<file path="src/rtl/display_timing_gen_if.sv">
// Panel-side signal bundle for display_timing_gen: the run request in, all timing outputs back.
interface display_timing_gen_if;
    logic       enable;
    logic [9:0] disp_x;
    logic [9:0] disp_y;
    logic       DEN;
    logic       HSYNC;
    logic       VSYNC;
    logic       DISP_CLK;
    logic       DISP_EN;
    logic       frame_start;

    modport master (
        input  enable,
        output disp_x, disp_y, DEN, HSYNC, VSYNC, DISP_CLK, DISP_EN, frame_start
    );

    modport slave (
        output enable,
        input  disp_x, disp_y, DEN, HSYNC, VSYNC, DISP_CLK, DISP_EN, frame_start
    );
endinterface

</file>
<file path="src/rtl/display_timing_gen.sv">
// Parallel-RGB panel timing generator: pixel-clock divider, h/v scan counters,
// registered sync/DE decode and a frame-delayed panel enable.
module display_timing_gen #(
    parameter int CLK_DIV         = 4,
    parameter int H_SYNC          = 41,
    parameter int H_BP            = 2,
    parameter int H_ACTIVE        = 480,
    parameter int H_FP            = 2,
    parameter int V_SYNC          = 10,
    parameter int V_BP            = 2,
    parameter int V_ACTIVE        = 272,
    parameter int V_FP            = 2,
    parameter int EN_DELAY_FRAMES = 2
) (
    input  logic                   clk,
    input  logic                   reset_n,
    display_timing_gen_if.master   tif
);
    localparam int DW = $clog2(CLK_DIV);
    localparam logic [DW-1:0] DIV_MAX  = DW'(CLK_DIV - 1);
    localparam logic [DW-1:0] DIV_HALF = DW'(CLK_DIV / 2);
    // Totals above 1023 do not fit the 10-bit counters and are not supported.
    localparam logic [9:0] H_LAST  = 10'(H_SYNC + H_BP + H_ACTIVE + H_FP - 1);
    localparam logic [9:0] V_LAST  = 10'(V_SYNC + V_BP + V_ACTIVE + V_FP - 1);
    localparam logic [9:0] H_SYNCE = 10'(H_SYNC);
    localparam logic [9:0] V_SYNCE = 10'(V_SYNC);
    localparam logic [9:0] H_ACT0  = 10'(H_SYNC + H_BP);
    localparam logic [9:0] H_ACT1  = 10'(H_SYNC + H_BP + H_ACTIVE);
    localparam logic [9:0] V_ACT0  = 10'(V_SYNC + V_BP);
    localparam logic [9:0] V_ACT1  = 10'(V_SYNC + V_BP + V_ACTIVE);
    localparam logic [3:0] EN_DLY  = 4'(EN_DELAY_FRAMES);

    typedef enum logic {ST_IDLE, ST_RUN} state_e;

    state_e          state_q, state_d;
    logic [DW-1:0]   div_q, div_d;
    logic [9:0]      h_q, h_d, v_q, v_d;
    logic [3:0]      frm_q, frm_d;
    logic            en_q, en_d;
    logic            fs_q, fs_d;
    logic            dclk_q, dclk_d;
    logic            den_q, den_d;
    logic            hs_q, hs_d;
    logic            vs_q, vs_d;
    logic [9:0]      x_q, x_d, y_q, y_d;
    logic            pixel_tick, h_act, v_act;

    always_comb begin
        state_d    = state_q;
        div_d      = div_q;
        h_d        = h_q;
        v_d        = v_q;
        frm_d      = frm_q;
        en_d       = en_q;
        fs_d       = 1'b0;
        pixel_tick = 1'b0;

        if (!tif.enable) begin
            state_d = ST_IDLE;
            div_d   = '0;
            h_d     = '0;
            v_d     = '0;
            frm_d   = '0;
            en_d    = 1'b0;
        end else begin
            case (state_q)
                // First enabled edge lands on the frame origin, as if a frame just wrapped.
                ST_IDLE: begin
                    state_d = ST_RUN;
                    div_d   = '0;
                    h_d     = '0;
                    v_d     = '0;
                    fs_d    = 1'b1;
                end
                default: begin
                    pixel_tick = (div_q == DIV_MAX);
                    div_d      = pixel_tick ? '0 : div_q + 1'b1;
                    if (pixel_tick) begin
                        if (h_q == H_LAST) begin
                            h_d = '0;
                            if (v_q == V_LAST) begin
                                v_d  = '0;
                                fs_d = 1'b1;
                            end else begin
                                v_d = v_q + 10'd1;
                            end
                        end else begin
                            h_d = h_q + 10'd1;
                        end
                    end
                end
            endcase

            if (fs_d && !en_q) begin
                if (frm_q == EN_DLY) en_d  = 1'b1;
                else                 frm_d = frm_q + 4'd1;
            end
        end

        // Decode from next-state counters so outputs line up with the counter registers.
        h_act  = (h_d >= H_ACT0) && (h_d < H_ACT1);
        v_act  = (v_d >= V_ACT0) && (v_d < V_ACT1);
        den_d  = tif.enable && h_act && v_act;
        hs_d   = !(tif.enable && (h_d < H_SYNCE));
        vs_d   = !(tif.enable && (v_d < V_SYNCE));
        dclk_d = tif.enable && (div_d >= DIV_HALF);
        x_d    = den_d ? h_d - H_ACT0 : '0;
        y_d    = den_d ? v_d - V_ACT0 : '0;
    end

    always_ff @(posedge clk or negedge reset_n) begin
        if (!reset_n) begin
            state_q <= ST_IDLE;
            div_q   <= '0;
            h_q     <= '0;
            v_q     <= '0;
            frm_q   <= '0;
            en_q    <= 1'b0;
            fs_q    <= 1'b0;
            dclk_q  <= 1'b0;
            den_q   <= 1'b0;
            hs_q    <= 1'b1;
            vs_q    <= 1'b1;
            x_q     <= '0;
            y_q     <= '0;
        end else begin
            state_q <= state_d;
            div_q   <= div_d;
            h_q     <= h_d;
            v_q     <= v_d;
            frm_q   <= frm_d;
            en_q    <= en_d;
            fs_q    <= fs_d;
            dclk_q  <= dclk_d;
            den_q   <= den_d;
            hs_q    <= hs_d;
            vs_q    <= vs_d;
            x_q     <= x_d;
            y_q     <= y_d;
        end
    end

    assign tif.disp_x      = x_q;
    assign tif.disp_y      = y_q;
    assign tif.DEN         = den_q;
    assign tif.HSYNC       = hs_q;
    assign tif.VSYNC       = vs_q;
    assign tif.DISP_CLK    = dclk_q;
    assign tif.DISP_EN     = en_q;
    assign tif.frame_start = fs_q;
endmodule

</file>
<file path="src/flat_wrapper.sv">
// flat-port wrapper written by rule: the top's interface ports become plain ports
module display_timing_gen_flat 
#(
    parameter int CLK_DIV         = 4,
    parameter int H_SYNC          = 41,
    parameter int H_BP            = 2,
    parameter int H_ACTIVE        = 480,
    parameter int H_FP            = 2,
    parameter int V_SYNC          = 10,
    parameter int V_BP            = 2,
    parameter int V_ACTIVE        = 272,
    parameter int V_FP            = 2,
    parameter int EN_DELAY_FRAMES = 2
)
  (clk, reset_n, tif_enable, tif_disp_x, tif_disp_y, tif_DEN, tif_HSYNC, tif_VSYNC, tif_DISP_CLK, tif_DISP_EN, tif_frame_start);
  display_timing_gen_if tif_i ();
  input  logic clk;
  input  logic reset_n;
  input wire logic [$bits(tif_i.enable)-1:0] tif_enable;
  output wire logic [$bits(tif_i.disp_x)-1:0] tif_disp_x;
  output wire logic [$bits(tif_i.disp_y)-1:0] tif_disp_y;
  output wire logic [$bits(tif_i.DEN)-1:0] tif_DEN;
  output wire logic [$bits(tif_i.HSYNC)-1:0] tif_HSYNC;
  output wire logic [$bits(tif_i.VSYNC)-1:0] tif_VSYNC;
  output wire logic [$bits(tif_i.DISP_CLK)-1:0] tif_DISP_CLK;
  output wire logic [$bits(tif_i.DISP_EN)-1:0] tif_DISP_EN;
  output wire logic [$bits(tif_i.frame_start)-1:0] tif_frame_start;
  assign tif_i.enable = tif_enable;
  assign tif_disp_x = tif_i.disp_x;
  assign tif_disp_y = tif_i.disp_y;
  assign tif_DEN = tif_i.DEN;
  assign tif_HSYNC = tif_i.HSYNC;
  assign tif_VSYNC = tif_i.VSYNC;
  assign tif_DISP_CLK = tif_i.DISP_CLK;
  assign tif_DISP_EN = tif_i.DISP_EN;
  assign tif_frame_start = tif_i.frame_start;
  display_timing_gen #(.CLK_DIV(CLK_DIV), .H_SYNC(H_SYNC), .H_BP(H_BP), .H_ACTIVE(H_ACTIVE), .H_FP(H_FP), .V_SYNC(V_SYNC), .V_BP(V_BP), .V_ACTIVE(V_ACTIVE), .V_FP(V_FP), .EN_DELAY_FRAMES(EN_DELAY_FRAMES)) u_core (.clk(clk), .reset_n(reset_n), .tif(tif_i));
endmodule
</file>
<file path="config.mk">
export PLATFORM = sky130hd
export DESIGN_NAME = display_timing_gen_flat
export DESIGN_NICKNAME = d
export VERILOG_FILES = /design/src/rtl/display_timing_gen_if.sv /design/src/rtl/display_timing_gen.sv /design/src/flat_wrapper.sv
export SDC_FILE = /design/constraint.sdc
export NUM_CORES = 1
export LEC_CHECK = 0
export BUFFER_PORTS_ARGS = -buffer_cell sky130_fd_sc_hd__buf_2
export CAP_MARGIN = 20
export CORE_UTILIZATION = 25
export CTS_CLUSTER_DIAMETER = 30
export DETAILED_ROUTE_END_ITERATION = 7
export SYNTH_ARGS = -nofsm -noshare
export SYNTH_HDL_FRONTEND = slang
export SYNTH_SLANG_ARGS = --single-unit
</file>
<file path="constraint.sdc">
create_clock -name clk -period 3.8 [get_ports clk]
set_input_delay 0.57 -clock clk [delete_from_list [all_inputs] [get_ports clk]]
set_output_delay 0.57 -clock clk [all_outputs]
set_load 0.005 [all_outputs]
</file>
==> flow_summary.toml, run 1 <==
[clock_network]
postCtsResizedCells = 0
cts.sinks = 53
clk_path_buf_depth = 2
cts_setup_buffers = 0
cts_buffers = 5
root_buffer = "clkbuf_8"
h-tree-depth = 2
cts.clk_slew.worst_paths_ns = 0.11
cts_hold_buf = 0
cts_tree = "built"
clock_latency_ns = 0.32

[timing]
setup_violations = 0
fin_crit_sh_pct = 90.9
slew_violations = 0
hold_viol = 0
worstMarginPinSlew_ns = 0.643
relSlewSlack_pct = 57.1
fmax_mhz = 289
holdWs_ns = 0.252
finalClockSkew_ns = 0.0187
rsz0062_at_grt = "false"
timing.final.crit_period_ns = 3.45
timing.setup.tns_ns = 0

[synthesis]
synth-warning-count = 0
synth_edf_count = 0
avgSynthCellArea_sq_um = 10.1
ys.flop_type = "dfrtp_1"
synth_area_sq_um = 2780
syn_nets = 288
ys_seq_elements = 53
yosysSeqAreaShare_pct = 47.8
synth_cell_types = 54
synth_cells = 274
ys_async_sr_fraction_pct = 100

[critical_path]
crit_path_max_fanout = 14
r2r_slack_ns = 0.35
crit_required_ns = 3.99
cp-start-kind = "flip-flop"
endpoint_kind = "flip-flop"
worstSetupPathType = "reg -> reg"
critical_path_arrival_ns = 3.65

[power_and_ir_drop]
comb_power_share_pct = 7.2
power_density_nw_per_um2 = 308
intPower_w = 0.000740
seqPwrFrac_pct = 59.5
leakage_nw = 1.41
power.share.clock_pct = 33.3
switching_share_pct = 25.6
peakVddDrop_mv = 0.138
switchingPower_w = 0.000255

[finish]
finalNetCount = 324
post_layout_nonfiller_instances = 451
final_layout_size_suffix_gt1_share_pct = 19.9
n_fill_cell = 1150
diodes = 0
area_growth_pct = 16.0

[global_route]
grt.total_usage_pct = 11.6
grt_antenna_before_repair = 0
overflow = 0
grt_pass1_wl_um = 10500
grt_pass1_vias = 2062
grt_max_degree = 29

[floorplanning]
fp.dieW_um = 107
row_count = 38
dieArea_sq_um = 11500
initial_core_util_pct = 25.6
die_height_um = 107
ioPinCount = 29
core_region_area_sq_um = 10800

[flow_run]
maxCapViolCount = 0

[route]
avgViaCountPerCell = 4.78
routed_wl_um = 6300
wire_per_inst_um = 14.0
drt-initial-drc-count = 124
ant_nets = 0
dr.pass1.iters = 4
num_vias = 2157
drc = 0

[placed_design]
dp.cells = 443
gp_congestion = 0.845
portBuffers = 28
hpwlAfterDp_um = 4730

[status]
outcome = "complete, no violations"

[min_path]
min-delay-path-class = "in -> async"
==> cells in the mapped netlist, types with 5 or more instances <==
cell,instances,area share [%]
nor3_1,19,3.4
nor2_1,18,2.4
nor4_1,6,1.4
o21ai_0,12,2.2
nand4_1,5,1.1
clkbuf_1,5,0.68
nand2_1,20,2.7
nand3_1,8,1.4
and3_1,6,1.4
dfrtp_1,51,46
xnor2_1,13,4.1
ha_1,11,5.0
xor2_1,10,3.2
inv_1,13,1.8
a21oi_1,9,1.6
==> cell usage in the layout, fill, tap and decap left out, types with 5 or more instances in the layout <==
cell type / synthesis / layout
nor2_1: 18 / 18
nor3_1: 19 / 19
nand3_1: 8 / 8
nand4_1: 5 / 5
a21oi_1: 9 / 9
xor2_1: 10 / 10
clkbuf_8: 0 / 5
dfrtp_1: 51 / 51
and3_1: 6 / 6
buf_4: 0 / 10
buf_2: 4 / 28
nand2_1: 20 / 20
nor4_1: 6 / 6
xnor2_1: 13 / 13
inv_1: 13 / 13
o21ai_0: 12 / 12
ha_1: 11 / 11
==> logic make-up after synthesis <==
logic type / Yosys count / share of synthesized area [%]
and+or+nand+nor: 116 / 24.2
DFF: 53 / 47.8
AOI/OAI and AO/OA: 47 / 11.9
xor gates and xnor gates: 23 / 7.25
buffers and inverters: 22 / 3.15
adders and majority gates: 11 / 4.95
muxes: 2 / 0.720
==> through the flow <==
stage | total power [W] | setup slack (ns) | utilization, % | area, sq um
floorplan | 0.000642 | 0.432 | - | 2780
global route | 0.00104 | 0.00489 | 29.8 | 3230
finish | 0.000995 | 0.345 | 29.8 | 3230
CTS | 0.00101 | 0.360 | 29.8 | 3230
global placement | 0.000672 | 0.495 | 29.0 | 3140
detailed placement | 0.000676 | 0.390 | 29.0 | 3140
==> worst paths after layout <==
check,startpoint,end,depth (start not counted)
hold / removal,reset_n,u_core.tif.frame_start,1
hold reg to reg,u_core.div_q[0],u_core.div_q[0],1
setup reg to reg,u_core.h_q[0],u_core.tif.disp_y[1],11
setup / recovery,u_core.h_q[0],u_core.tif.disp_y[1],11
max in group asynchronous,reset_n,u_core.tif.HSYNC,2
min in group clk,u_core.div_q[0],u_core.div_q[0],1
==> flip-flops by register name, summed over array words and instances (netlist names) <==
register                cells
u_core.tif.disp_x          10
u_core.tif.VSYNC            1
u_core.tif.frame_start      1
u_core.div_q                2
u_core.state_q              1
u_core.tif.DISP_EN          1
u_core.h_q                 10
u_core.tif.DEN              1
u_core.frm_q                4
u_core.tif.DISP_CLK         1
u_core.tif.disp_y          10
u_core.v_q                 10
u_core.tif.HSYNC            1
==> worst max-delay path, stage by stage (launching register included) <==
cell       delay (ns)
dfrtp_1          0.46
inv_1            0.10
ha_1             0.15
and4bb_2         0.32
nand3_2          0.20
a211oi_1         0.41
nor2_1           0.13
ha_1             0.28
a2111oi_0        0.51
o32ai_2          0.26
buf_4            0.25
nor4_1           0.25
==> power groups by stage <==
stage          sequential, W  clock, W  combinational [W]
2_1_floorplan       0.000601         0          0.0000409
3_3_place_gp        0.000602         0          0.0000702
3_5_place_dp        0.000603         0          0.0000732
4_1_cts             0.000592  0.000341          0.0000742
5_1_grt             0.000594  0.000361          0.0000846
6_report            0.000592  0.000331          0.0000717
==> routing by layer <==
layer	wire length (um)	share of wire (%)	global-route usage (%)
met1	2970	47	16.0
met3	286	4.5	2.00
met5	0	0	0
met4	42	0.67	2.94
met2	3000	48	18.7
==> area by class of cell <==
type	instances	area, sq um	share of cell area (%)
inverters	13	48.8	1.51
repair buffers	38	215	6.67
flip-flops and latches	53	1330	41.2
well taps	140	175	5.43
clock inverters	2	13.8	0.427
multi-input cells	199	1370	42.5
clock buffers	6	72.6	2.25
(Power assumes the default switching activity.)
==> inputs of run 2 (changes only) <==
- CORE_UTILIZATION: 25 -> 55
- PLACE_DENSITY: not set -> 0.75
- SLEW_MARGIN: not set -> 15
==> flow_summary.toml, run 2 (same netlist as run 1, synthesis figures left out) <==
[finish]
mostFrequentLayoutCells = "dfrtp_1, buf_2, nand2_1"
post_layout_nonfiller_instances = 376
area_growth_pct = 13.6
finalNetCount = 322
n_fill_cell = 395
fin_util_pct = 66.0
diodes = 0
mostFrequentLayoutCell = "dfrtp_1"
final_layout_size_suffix_gt1_share_pct = 19.7

[critical_path]
endpoint_kind = "flip-flop"
worstSetupPathType = "reg -> reg"
r2r-start = "u_core.v_q[1]"
critical_path_arrival_ns = 3.70
cp-start-kind = "flip-flop"
startpoint = "u_core.v_q[1]"
crit_required_ns = 3.99
crit_path_max_fanout = 11

[clock_network]
cts.sinks = 53
cts_tree = "built"
root_buffer = "clkbuf_8"
cts_buffers = 5
clk_path_buf_depth = 2
cts_setup_buffers = 0
postCtsResizedCells = 0
h-tree-depth = 2
clock_latency_ns = 0.30
cts.clk_slew.worst_paths_ns = 0.09
cts_hold_buf = 0

[floorplanning]
initial_core_util_pct = 58.1
dieArea_sq_um = 5340
ioPinCount = 29
row_count = 25
core_region_area_sq_um = 4790
fp.dieW_um = 73.1
die_height_um = 73.1

[power_and_ir_drop]
power_density_nw_per_um2 = 320
peakVddDrop_mv = 0.264
leakage_nw = 1.42

[global_route]
grt_max_degree = 49
grt_pass1_vias = 2000
grt_antenna_before_repair = 0
grt.total_usage_pct = 23.7
overflow = 0
grt_pass1_wl_um = 9630

[route]
num_vias = 2184
drc = 0
wire_per_inst_um = 15.5
drt-initial-drc-count = 170
ant_nets = 0
routed_wl_um = 5830
avgViaCountPerCell = 5.81
dr.pass1.iters = 5

[status]
outcome = "complete, no violations"

[timing]
fmax_mhz = 285
slew_violations = 0
timing.setup.tns_ns = 0
setup_ws_ns = 0.296
fin_crit_sh_pct = 92.2
worstMarginPinSlew_ns = 0.630
timing.final.crit_period_ns = 3.50
setup_violations = 0
finalClockSkew_ns = 0.0121
hold_viol = 0
rsz0062_at_grt = "false"
holdWs_ns = 0.251
relSlewSlack_pct = 57.4

[placed_design]
hpwlAfterDp_um = 4200
portBuffers = 28
gp_congestion = 0.892
dp.cells = 367
place_ws_ns = 0.406

[min_path]
min-delay-path-class = "in -> async"

[flow_run]
maxCapViolCount = 0
-- run 2: changes by cell type in the layout (fill, tap and decap cells not counted) --
cell      delta
buf_16       +1
buf_4        -3
clkbuf_1     -1
clkinv_2     -1
clkbuf_8     +2
-- run 2: critical path, stage by stage, from the launching register on --
cell and delay [ns]:
dfrtp_1 0.46, inv_1 0.08, ha_1 0.14, nor4b_1 0.53, nand3_1 0.30, o21ai_0 0.30
nor2_1 0.14, ha_1 0.29, a2111oi_0 0.48, o32ai_2 0.17, buf_4 0.22, a211oi_1 0.29
-- run 2: worst paths after layout --
path	endpoint	slack [ns]	cells after the start
max reg2reg	u_core.tif.disp_x[6]	0.30	11
min in group clk	u_core.div_q[0]	0.46	1
min reg2reg	u_core.div_q[0]	0.46	1
max	u_core.tif.disp_x[6]	0.30	11
min	u_core.tif.DISP_CLK	0.25	1
max in group asynchronous	u_core.tif.disp_y[2]	3.04	2
-- run 2: layout make-up --
class / instances / area [sq um] / area share [%]
multi-input cells: 199 / 1370 / 43.4
flip-flops and latches: 53 / 1330 / 42.1
repair buffers: 36 / 220 / 6.97
clock buffers: 7 / 96.3 / 3.05
well taps: 67 / 83.8 / 2.65
inverters: 13 / 48.8 / 1.55
clock inverters: 1 / 8.76 / 0.277
-- run 2: layer usage --
| layer | track usage (%) | vias to the layer above | wire, um | share of wire [%] |
|---|---|---|---|---|
| li1 | - | 1055 | - | - |
| met1 | 34.7 | 1025 | 2790 | 48 |
| met2 | 35.7 | 95 | 2550 | 44 |
| met3 | 4.28 | 9 | 404 | 6.9 |
| met4 | 7.41 | 0 | 82 | 1.4 |
| met5 | 0 | - | 0 | 0 |
-- run 2: power by group --
| part | switching, W | leakage [nW] | total (W) | internal, W |
|---|---|---|---|---|
| Clock | 0.000179 | 0.0549 | 0.000347 | 0.000168 |
| Sequential | 0.0000116 | 0.727 | 0.000591 | 0.000579 |
| Combinational | 0.0000416 | 0.634 | 0.0000710 | 0.0000294 |
-- run 2: metrics by stage --
| stage | power (W) | area [sq um] |
|---|---|---|
| 6_report | 0.00101 | 3160 |
| 5_1_grt | 0.00106 | 3160 |
| 4_1_cts | 0.00101 | 3130 |
| 3_5_place_dp | 0.000672 | 3030 |
| 3_3_place_gp | 0.000670 | 3030 |
| 2_1_floorplan | 0.000642 | 2780 |
